$ cat config.mk
export PLATFORM = sky130hd
export DESIGN_NAME = fifo_ctrl
export DESIGN_NICKNAME = d
export VERILOG_FILES = /design/src/rtl/fifo_pkg.sv /design/src/rtl/fifo_out_buf.sv /design/src/rtl/fifo_ctrl.sv
export SDC_FILE = /design/constraint.sdc
export NUM_CORES = 1
export LEC_CHECK = 0
export CORE_UTILIZATION = 56
export DETAILED_ROUTE_END_ITERATION = 10
export GPL_ROUTABILITY_DRIVEN = 1
export HOLD_SLACK_MARGIN = 0.12
export PLACE_DENSITY = 0.95
export SETUP_SLACK_MARGIN = 0.4
export SLEW_MARGIN = 0
export SYNTH_ARGS = -nofsm -noshare
export SYNTH_HDL_FRONTEND = slang
export SYNTH_SLANG_ARGS = --single-unit
$ cat constraint.sdc
create_clock -name clk -period 7.1 [get_ports clk]
set_input_delay 1.775 -clock clk [delete_from_list [all_inputs] [get_ports clk]]
set_output_delay 1.775 -clock clk [all_outputs]
set_load 0.1 [all_outputs]
$ cat src/rtl/fifo_pkg.sv
// Shared types and constants for the memoria-backed FIFO controller.
// Optional occupancy output is enabled with FIFO_CTRL_LEVEL_EN (see fifo_ctrl).
package fifo_pkg;

   localparam int DATA_WIDTH_DEF = 8;
   localparam int ADDR_WIDTH_DEF = 8;
   localparam int OUT_DEPTH      = 2;

   typedef enum logic [1:0] {
      ARB_IDLE = 2'd0,
      ARB_RD   = 2'd1,
      ARB_WR   = 2'd2
   } arb_t;

endpackage

$ cat src/rtl/fifo_out_buf.sv
// Two-entry output buffer: holds words already read out of the RAM.
// Entry 0 is the head; a pop and a load on the same edge both apply.
module fifo_out_buf
   import fifo_pkg::*;
#(
   parameter int DATA_WIDTH = DATA_WIDTH_DEF
) (
   input  logic                  clk,
   input  logic                  reset_L,
   input  logic                  load,
   input  logic [DATA_WIDTH-1:0] load_data,
   input  logic                  pop,
   output logic [1:0]            cnt,
   output logic [DATA_WIDTH-1:0] head
);

   logic [DATA_WIDTH-1:0] entry0;
   logic [DATA_WIDTH-1:0] entry1;

   always_ff @(posedge clk or negedge reset_L) begin
      if (!reset_L) begin
         entry0 <= '0;
         entry1 <= '0;
         cnt    <= 2'd0;
      end else begin
         case ({pop, load})
            2'b11: begin
               // Shift and refill the freed slot; occupancy is unchanged.
               if (cnt == 2'd1) begin
                  entry0 <= load_data;
               end else begin
                  entry0 <= entry1;
                  entry1 <= load_data;
               end
            end
            2'b10: begin
               entry0 <= entry1;
               cnt    <= cnt - 2'd1;
            end
            2'b01: begin
               if (cnt == 2'd0) begin
                  entry0 <= load_data;
               end else begin
                  entry1 <= load_data;
               end
               if (cnt != 2'(OUT_DEPTH)) begin
                  cnt <= cnt + 2'd1;
               end
            end
            default: ;
         endcase
      end
   end

   assign head = entry0;

endmodule

$ cat src/rtl/fifo_ctrl.sv
// Pointer/arbitration logic turning the single-port memoria RAM into a FIFO.
// Define FIFO_CTRL_LEVEL_EN to add the registered `level` occupancy port.
//
// state    | meaning
// ARB_IDLE | no RAM access this cycle; address parked on rd_ptr
// ARB_RD   | read head word from RAM into the output buffer (priority)
// ARB_WR   | write accepted in_data word into RAM at wr_ptr
module fifo_ctrl
   import fifo_pkg::*;
#(
   parameter int DATA_WIDTH = DATA_WIDTH_DEF,
   parameter int ADDR_WIDTH = ADDR_WIDTH_DEF
) (
   input  logic                  clk,
   input  logic                  reset_L,
   input  logic                  in_valid,
   input  logic [DATA_WIDTH-1:0] in_data,
   output logic                  in_ready,
   output logic                  out_valid,
   output logic [DATA_WIDTH-1:0] out_data,
   input  logic                  out_ready,
   output logic [DATA_WIDTH-1:0] mem_data,
   output logic [ADDR_WIDTH-1:0] mem_addr,
   output logic                  mem_we,
   input  logic [DATA_WIDTH-1:0] mem_q
`ifdef FIFO_CTRL_LEVEL_EN
   ,
   output logic [ADDR_WIDTH+1:0] level
`endif
);

   logic [ADDR_WIDTH-1:0] wr_ptr;
   logic [ADDR_WIDTH-1:0] rd_ptr;
   logic [ADDR_WIDTH:0]   mem_cnt;
   logic [ADDR_WIDTH:0]   mem_cnt_nxt;
   logic                  rd_pend;
   logic [1:0]            out_cnt;
   logic [2:0]            out_occ;
   logic                  pop;
   logic                  mem_full;
   logic                  mem_empty;
   arb_t                  arb;

   assign pop       = out_valid && out_ready;
   // mem_cnt never exceeds the RAM depth, so its MSB alone flags full.
   assign mem_full  = mem_cnt[ADDR_WIDTH];
   assign mem_empty = (mem_cnt == '0);
   // Output-side words committed after this edge, counting an in-flight read.
   assign out_occ   = {1'b0, out_cnt} + {2'b00, rd_pend} - {2'b00, pop};

   always_comb begin
      arb         = ARB_IDLE;
      mem_cnt_nxt = mem_cnt;
      if (!mem_empty && (out_occ <= 3'd1)) begin
         arb         = ARB_RD;
         mem_cnt_nxt = mem_cnt - 1'b1;
      end else if (in_valid && !mem_full) begin
         arb         = ARB_WR;
         mem_cnt_nxt = mem_cnt + 1'b1;
      end
   end

   always_comb begin
      in_ready = !mem_full && (arb != ARB_RD);
      mem_we   = 1'b0;
      mem_addr = rd_ptr;
      mem_data = '0;
      if (arb == ARB_WR) begin
         mem_we   = 1'b1;
         mem_addr = wr_ptr;
         mem_data = in_data;
      end
   end

   always_ff @(posedge clk or negedge reset_L) begin
      if (!reset_L) begin
         wr_ptr  <= '0;
         rd_ptr  <= '0;
         mem_cnt <= '0;
         rd_pend <= 1'b0;
      end else begin
         mem_cnt <= mem_cnt_nxt;
         rd_pend <= (arb == ARB_RD);
         if (arb == ARB_RD) begin
            rd_ptr <= rd_ptr + 1'b1;
         end
         if (arb == ARB_WR) begin
            wr_ptr <= wr_ptr + 1'b1;
         end
      end
   end

   fifo_out_buf #(
      .DATA_WIDTH (DATA_WIDTH)
   ) u_out_buf (
      .clk       (clk),
      .reset_L   (reset_L),
      .load      (rd_pend),
      .load_data (mem_q),
      .pop       (pop),
      .cnt       (out_cnt),
      .head      (out_data)
   );

   assign out_valid = (out_cnt != 2'd0);

`ifdef FIFO_CTRL_LEVEL_EN
   // Registered from next-state values so it matches the state it sits beside.
   always_ff @(posedge clk or negedge reset_L) begin
      if (!reset_L) begin
         level <= '0;
      end else begin
         level <= (ADDR_WIDTH+2)'(mem_cnt_nxt)
                + (ADDR_WIDTH+2)'(out_occ)
                + (ADDR_WIDTH+2)'(arb == ARB_RD);
      end
   end
`endif

endmodule
# Word level (Yosys, flattened, before mapping)
# Index checks and enable logic that the tools add are counted.
word_totals:
  register_bits: 44
  output_inout_bits: 27
op_classes:
  n_reduce_logical: 16
  n_mux: 15
  n_lt_le_gt_ge: 1
  n_eq_ne: 12
  add_sub_neg: 8
ops:
  columns: ["cell", "count"]
  rows:
  - ["$mux W8", 6]
  - ["$pmux W8 S3", 1]
  - ["$mux W9", 2]
  - ["$add A8 B1 Y8 const B", 2]
  - ["$pmux W8 S2", 1]
  - ["$add A9 B1 Y9 const B", 1]
  - ["$logic_not A9 Y1", 1]
  - ["$sub A9 B1 Y9 const B", 1]
  - ["$reduce_bool A2 Y1", 4]
  - ["$eq A2 B1 Y1 const B", 3]
  - ["$eq A2 B2 Y1 const B", 3]
  - ["$mux W2", 3]
  - ["$ne A2 B1 Y1 const B", 3]
  - ["$ne A2 B2 Y1 const B", 3]
  - ["$logic_and A1 B1 Y1", 4]
  - ["$pmux W2 S2", 1]
  - ["$reduce_and A2 Y1", 2]
  - ["$add A2 B1 Y3", 1]
  - ["$le A3 B1 Y1 const B", 1]
  - ["$reduce_and A3 Y1", 1]
  - ["$reduce_bool A3 Y1", 1]
  - ["$sub A3 B1 Y3", 1]
  - ["$add A2 B1 Y2 const B", 1]
  - ["$logic_not A1 Y1", 2]
  - ["3 further kinds", 3]

# Logic depth before layout (Yosys ltp)
logic_depth:
  word_depth: 8
  mapped_depth: 18

# Modules after synthesis
# A second synthesis with hierarchy kept.
unflattened:
  cells_unflattened: 270
  hier_area_um2: 3011.6
by_module_without_submodules:
  columns: ["module", "instances", "cells_each", "seq_area_each_um2", "area_per_inst_um2"]
  rows:
  - ["fifo_ctrl", 1, 178, 650.6, 1899.3]
  - ["fifo_out_buf", 1, 92, 450.4, 1112.3]

# Worst setup path before layout
# Ideal clock, no wire load.
synth_timing:
  path_type: "input to output"
  start: "input out_ready"
  end: "output mem_data[0]"
  path_slack_ns: 0.803
  t_arrival_ns: 4.522
  cell_stages: 10
  path_buffers: 1
  cell_sequence: "nor2b_1 xnor2_1 ha_1 inv_1 fa_1 xnor2_1 a21bo_2 nand2_4 buf_2 and2_1"
synth_between:
  elab_chain_len: 7
synth_lines:
  columns: ["item", "line", "text"]
  rows:
  - ["start: declaration", "fifo_ctrl.sv:21", "input logic out_ready,"]
  - ["$logic_and A1 B1 Y1", "fifo_ctrl.sv:44", "assign pop = out_valid && out_ready;"]
  - ["$sub A3 B1 Y3", "fifo_ctrl.sv:49", "assign out_occ = {1'b0, out_cnt} + {2'b00, rd_pend} - {2'b00, pop};"]
  - ["$le A3 B1 Y1", "fifo_ctrl.sv:54", "if (!mem_empty && (out_occ <= 3'd1)) begin"]
  - ["$logic_and A1 B1 Y1", "fifo_ctrl.sv:54", null]
  - ["$mux W2", "fifo_ctrl.sv:54", null]
  - ["$eq A2 B2 Y1", "fifo_ctrl.sv:68", "if (arb == ARB_WR) begin"]
  - ["$mux W8", "fifo_ctrl.sv:68", null]
  - ["end: declaration", "fifo_ctrl.sv:22", "output logic [DATA_WIDTH-1:0] mem_data,"]
# No other way between the ends.

# Worst setup path in the final report
layout_timing:
  start: "input out_ready"
  end: "output mem_addr[2]"
layout_between:
  elab_chain_len: 7
layout_lines:
  columns: ["item", "line", "text"]
  rows:
  - ["$logic_and A1 B1 Y1", "fifo_ctrl.sv:44", null]
  - ["$sub A3 B1 Y3", "fifo_ctrl.sv:49", null]
  - ["$le A3 B1 Y1", "fifo_ctrl.sv:54", null]
  - ["$logic_and A1 B1 Y1", "fifo_ctrl.sv:54", null]
  - ["$mux W2", "fifo_ctrl.sv:54", null]
  - ["$eq A2 B2 Y1", "fifo_ctrl.sv:68", null]
  - ["$mux W8", "fifo_ctrl.sv:68", null]
  - ["end: declaration", "fifo_ctrl.sv:23", "output logic [ADDR_WIDTH-1:0] mem_addr,"]
# No other way between the ends.

==> flow_summary_export.csv <==
group,metric,value,unit
logic_synthesis,ys_seq_area_share,43.5,%
worst_setup_path,worstPathArrival,4560,ps
final_layout,sequential_cell_area,1100,um2
flow_run,max_cap_viol_count,0,
routing,drt-wirelength-per-cell,14.8,um
hold_path,hold_start,"wr_ptr[7]",
clocking,tritoncts_num_sinks,44,
place,final_wtd_congestion,0.841,
worst_setup_path,path_max_fanout,24,
logic_synthesis,ys_types,41,
floorplan,die_width,69.2,um
final_layout,multi_input_comb_area,1360,um2
worst_setup_path,crit_path_end_kind,"primary output",
place,numPortBuffers,46,
logic_synthesis,ys_dominant_reg_cell,"sky130_fd_sc_hd__dfrtp_1",
worst_setup_path,crit_path_max_incr_delay,510,ps
worst_setup_path,cp_data_required_time,5330,ps
timing,fmax,158,MHz
final_layout,final_layout_size_suffix_gt1_share,21.2,%
worst_setup_path,crit_family,"buffers and inverters",
clocking,clk_pin_slew,90,ps
grt,grt_first_pass_wirelength,8410,um
clocking,tritoncts,"done",
worst_setup_path,crit_start,"out_ready",
routing,remaining_drc_errors,0,
timing,rsz_0062_raised_after_global_routing,"false",
logic_synthesis,postSynthNetCount,263,
logic_synthesis,avgSynthCellArea,11.1,um2
hold_path,min_delay_path_depth,1,
timing,pin_slew_with_the_least_headroom_to_its_limit,971,ps
final_layout,antenna_cells_inserted,0,
worst_setup_path,cp-start-kind,"primary input",
grt,global_route.usage.total,22.0,%
clocking,clkLatencyLatePin,300,ps
timing,setup_violations,0,
floorplan,floorplan.io_pins,47,
final_layout,nets,313,
timing,finalWorstPathRequiredPeriod,6340,ps
routing,drt_iter0_drc,76,
logic_synthesis,synth_warnings,0,
clocking,post_cts_resized,0,
routing,ant_nets,0,
worst_setup_path,regToRegStartpoint,"u_out_buf.cnt[1]",
place,place.detailed.hpwl,3580,um
grt,grt_start_max_net_pins,45,
routing,firstDrtPassIters,5,
final_layout,n_fill_cell,307,
logic_synthesis,netlist_instances,227,
worst_setup_path,critical_path.most_common_cell,"sky130_fd_sc_hd__xnor2_1",
timing,final.setup.tns,0,ps
grt,initial_antenna_violation_count,0,
floorplan,fp-row-count,24,
routing,drt-total-wl,4880,um
timing,layout_worst_path_cycle_share,89.2,%
timing,hold_viol_final,0,
clocking,max-clock-path-buffers,2,
clocking,cts_made_buffers,5,
floorplan,fp.coreArea,4350,um2
clocking,htree_num_levels,2,
worst_setup_path,worst_path_max_delay_cell,"sky130_fd_sc_hd__clkdlybuf4s50_1",
worst_setup_path,cp_num_buf_inv,3,
floorplan,floorplan.initialDensity,58.1,%
worst_setup_path,path_cells,"clkdlybuf4s50_1 > nor2b_1 > xnor2_1 > ha_1 > inv_1 > fa_1 > xnor2_1 > a21bo_2 > nand2_4 > mux2_2 > buf_4",
timing,timing.clock.skew,8.01,ps
clocking,count_of_hold_buffers_inserted_by_post_cts_repair,0,
worst_setup_path,ff2ff_path_depth,17,
clocking,post_cts.repair.setup_buffers,0,
clocking,root_buffer,"sky130_fd_sc_hd__clkbuf_8",
timing,finalMaxSlewViolations,0,
floorplan,die-area,4790,um2
hold_path,min_path_type,"register to register",
floorplan,dieHeight,69.2,um
grt,first_global_vias,1858,
routing,post_drt_via_cell_ratio,5.54,
grt,gr-total-overflow,0,
logic_synthesis,netlist_area,2530,um2
worst_setup_path,critPathKind,"primary input to primary output",
final_layout,p_r_area_growth_vs_syn,22.7,%
logic_synthesis,number_of_enable_flip_flop_cells_after_synthesis,0,
routing,vias,1828,
timing,relSlewSlack,35.0,%
run_status,status,"finished, final reports clean",
worst_setup_path,cp.depth,11,
logic_synthesis,synth.ff_latch_count,44,
logic_synthesis,synth_async_sr_flop_share,100,%
## stage by stage
| stage | area [um2] | hold WS [ps] | util [%] | std cells | setup WS, ps |
|---|---|---|---|---|---|
| 2_1_floorplan | 2530 | 440 | - | 227 | 803 |
| 3_3_place_gp | 2990 | 460 | 68.7 | 322 | 821 |
| 3_5_place_dp | 2990 | 467 | 68.7 | 322 | 782 |
| 4_1_cts | 3110 | 480 | 71.3 | 330 | 771 |
| 5_1_grt | 3110 | 508 | 71.3 | 330 | 601 |
| 6_report | 3110 | 480 | 71.3 | 330 | 763 |
## path summary, 6_finish.rpt
check                                      endpoint  slack [ps]
worst max-delay path                    mem_addr[2]         760
worst min register to register            wr_ptr[7]         480
worst min-delay path                      wr_ptr[7]         480
worst max register to register           mem_cnt[7]        2970
max in group asynchronous                mem_cnt[1]        4890
min in group asynchronous       u_out_buf.entry1[2]        1620
## layer usage
layer | vias up | routed length, um | track usage [%]
li1 | 899 | - | -
met1 | 878 | 2210 | 29.0
met2 | 44 | 2440 | 35.5
met3 | 7 | 162 | 4.07
met4 | 0 | 70 | 9.52
met5 | - | 0 | 0
## logic make-up after synthesis
group | after synthesis | synth area share, %
muxes | 33 | 14.2
DFF | 44 | 43.5
buffers and inverters | 13 | 2.72
AOI/OAI and AO/OA | 34 | 8.31
xor gates and xnor gates | 24 | 8.31
and+or+nand+nor | 63 | 14.4
adders and majority gates | 16 | 8.51
## placed cells by master, fill, tap and decap left out, types with 5 or more instances in the layout
cell / netlist / final
sky130_fd_sc_hd__nand2_1: 15 / 15
sky130_fd_sc_hd__xnor2_1: 19 / 19
sky130_fd_sc_hd__nor2_1: 13 / 13
sky130_fd_sc_hd__mux2_2: 23 / 23
sky130_fd_sc_hd__nand4_1: 6 / 6
sky130_fd_sc_hd__inv_1: 9 / 9
sky130_fd_sc_hd__ha_1: 14 / 14
sky130_fd_sc_hd__a21oi_1: 10 / 10
sky130_fd_sc_hd__clkdlybuf4s50_1: 0 / 27
sky130_fd_sc_hd__clkbuf_8: 0 / 5
sky130_fd_sc_hd__dfrtp_1: 44 / 44
sky130_fd_sc_hd__mux2i_1: 10 / 10
sky130_fd_sc_hd__and2_1: 8 / 8
sky130_fd_sc_hd__o21ai_0: 11 / 11
sky130_fd_sc_hd__xor2_1: 5 / 5
sky130_fd_sc_hd__buf_4: 0 / 18
## sequential cells by signal (all words and copies together) (netlist names)
signal / cells
rd_pend: 1
u_out_buf.cnt: 2
u_out_buf.entry1: 8
u_out_buf.head: 8
wr_ptr: 8
mem_cnt: 9
rd_ptr: 8
## Yosys cell counts, drive strengths merged, types with 2 or more instances
cell type  instances  share of area [%]
nand4              6                1.5
nor2b              3               0.74
a21o               2               0.59
inv                9                1.3
nor2              15                2.8
mux2              23                 10
xnor2             19                6.6
dfrtp             44                 44
xor2               5                1.7
and3               3               0.74
and2               8                2.0
nand2b             3               0.74
nand2             16                2.7
fa                 2                1.6
mux2i             10                4.0
buf                3                1.2
a211oi             3                1.1
a21oi             10                2.0
nand3              2               0.40
o21ai             13                2.6
ha                14                6.9
## worst register-to-register path, stage by stage (launching register included)
cell and delay [ps]:
sky130_fd_sc_hd__dfrtp_1 470, sky130_fd_sc_hd__inv_1 120, sky130_fd_sc_hd__ha_1 260, sky130_fd_sc_hd__nor2b_1 280, sky130_fd_sc_hd__xnor2_1 170, sky130_fd_sc_hd__ha_1 170
sky130_fd_sc_hd__inv_1 50, sky130_fd_sc_hd__fa_1 370, sky130_fd_sc_hd__xnor2_1 200, sky130_fd_sc_hd__nand2_1 140, sky130_fd_sc_hd__a31oi_2 180, sky130_fd_sc_hd__buf_4 280
sky130_fd_sc_hd__ha_1 290, sky130_fd_sc_hd__a211oi_1 320, sky130_fd_sc_hd__nor2_1 120, sky130_fd_sc_hd__o41ai_1 340, sky130_fd_sc_hd__xor2_1 190, sky130_fd_sc_hd__o21ai_0 90
## final cells by class
type	count	area share [%]
clock buffers	5	2.22
flip-flops and latches	44	35.5
clock inverters	3	1.49
well taps	52	2.10
multi-input cells	170	43.8
inverters	9	1.09
repair buffers	47	13.9
Power is not shown: default switching activity piles up to over one toggle a cycle in this logic, so the estimate is an artifact.
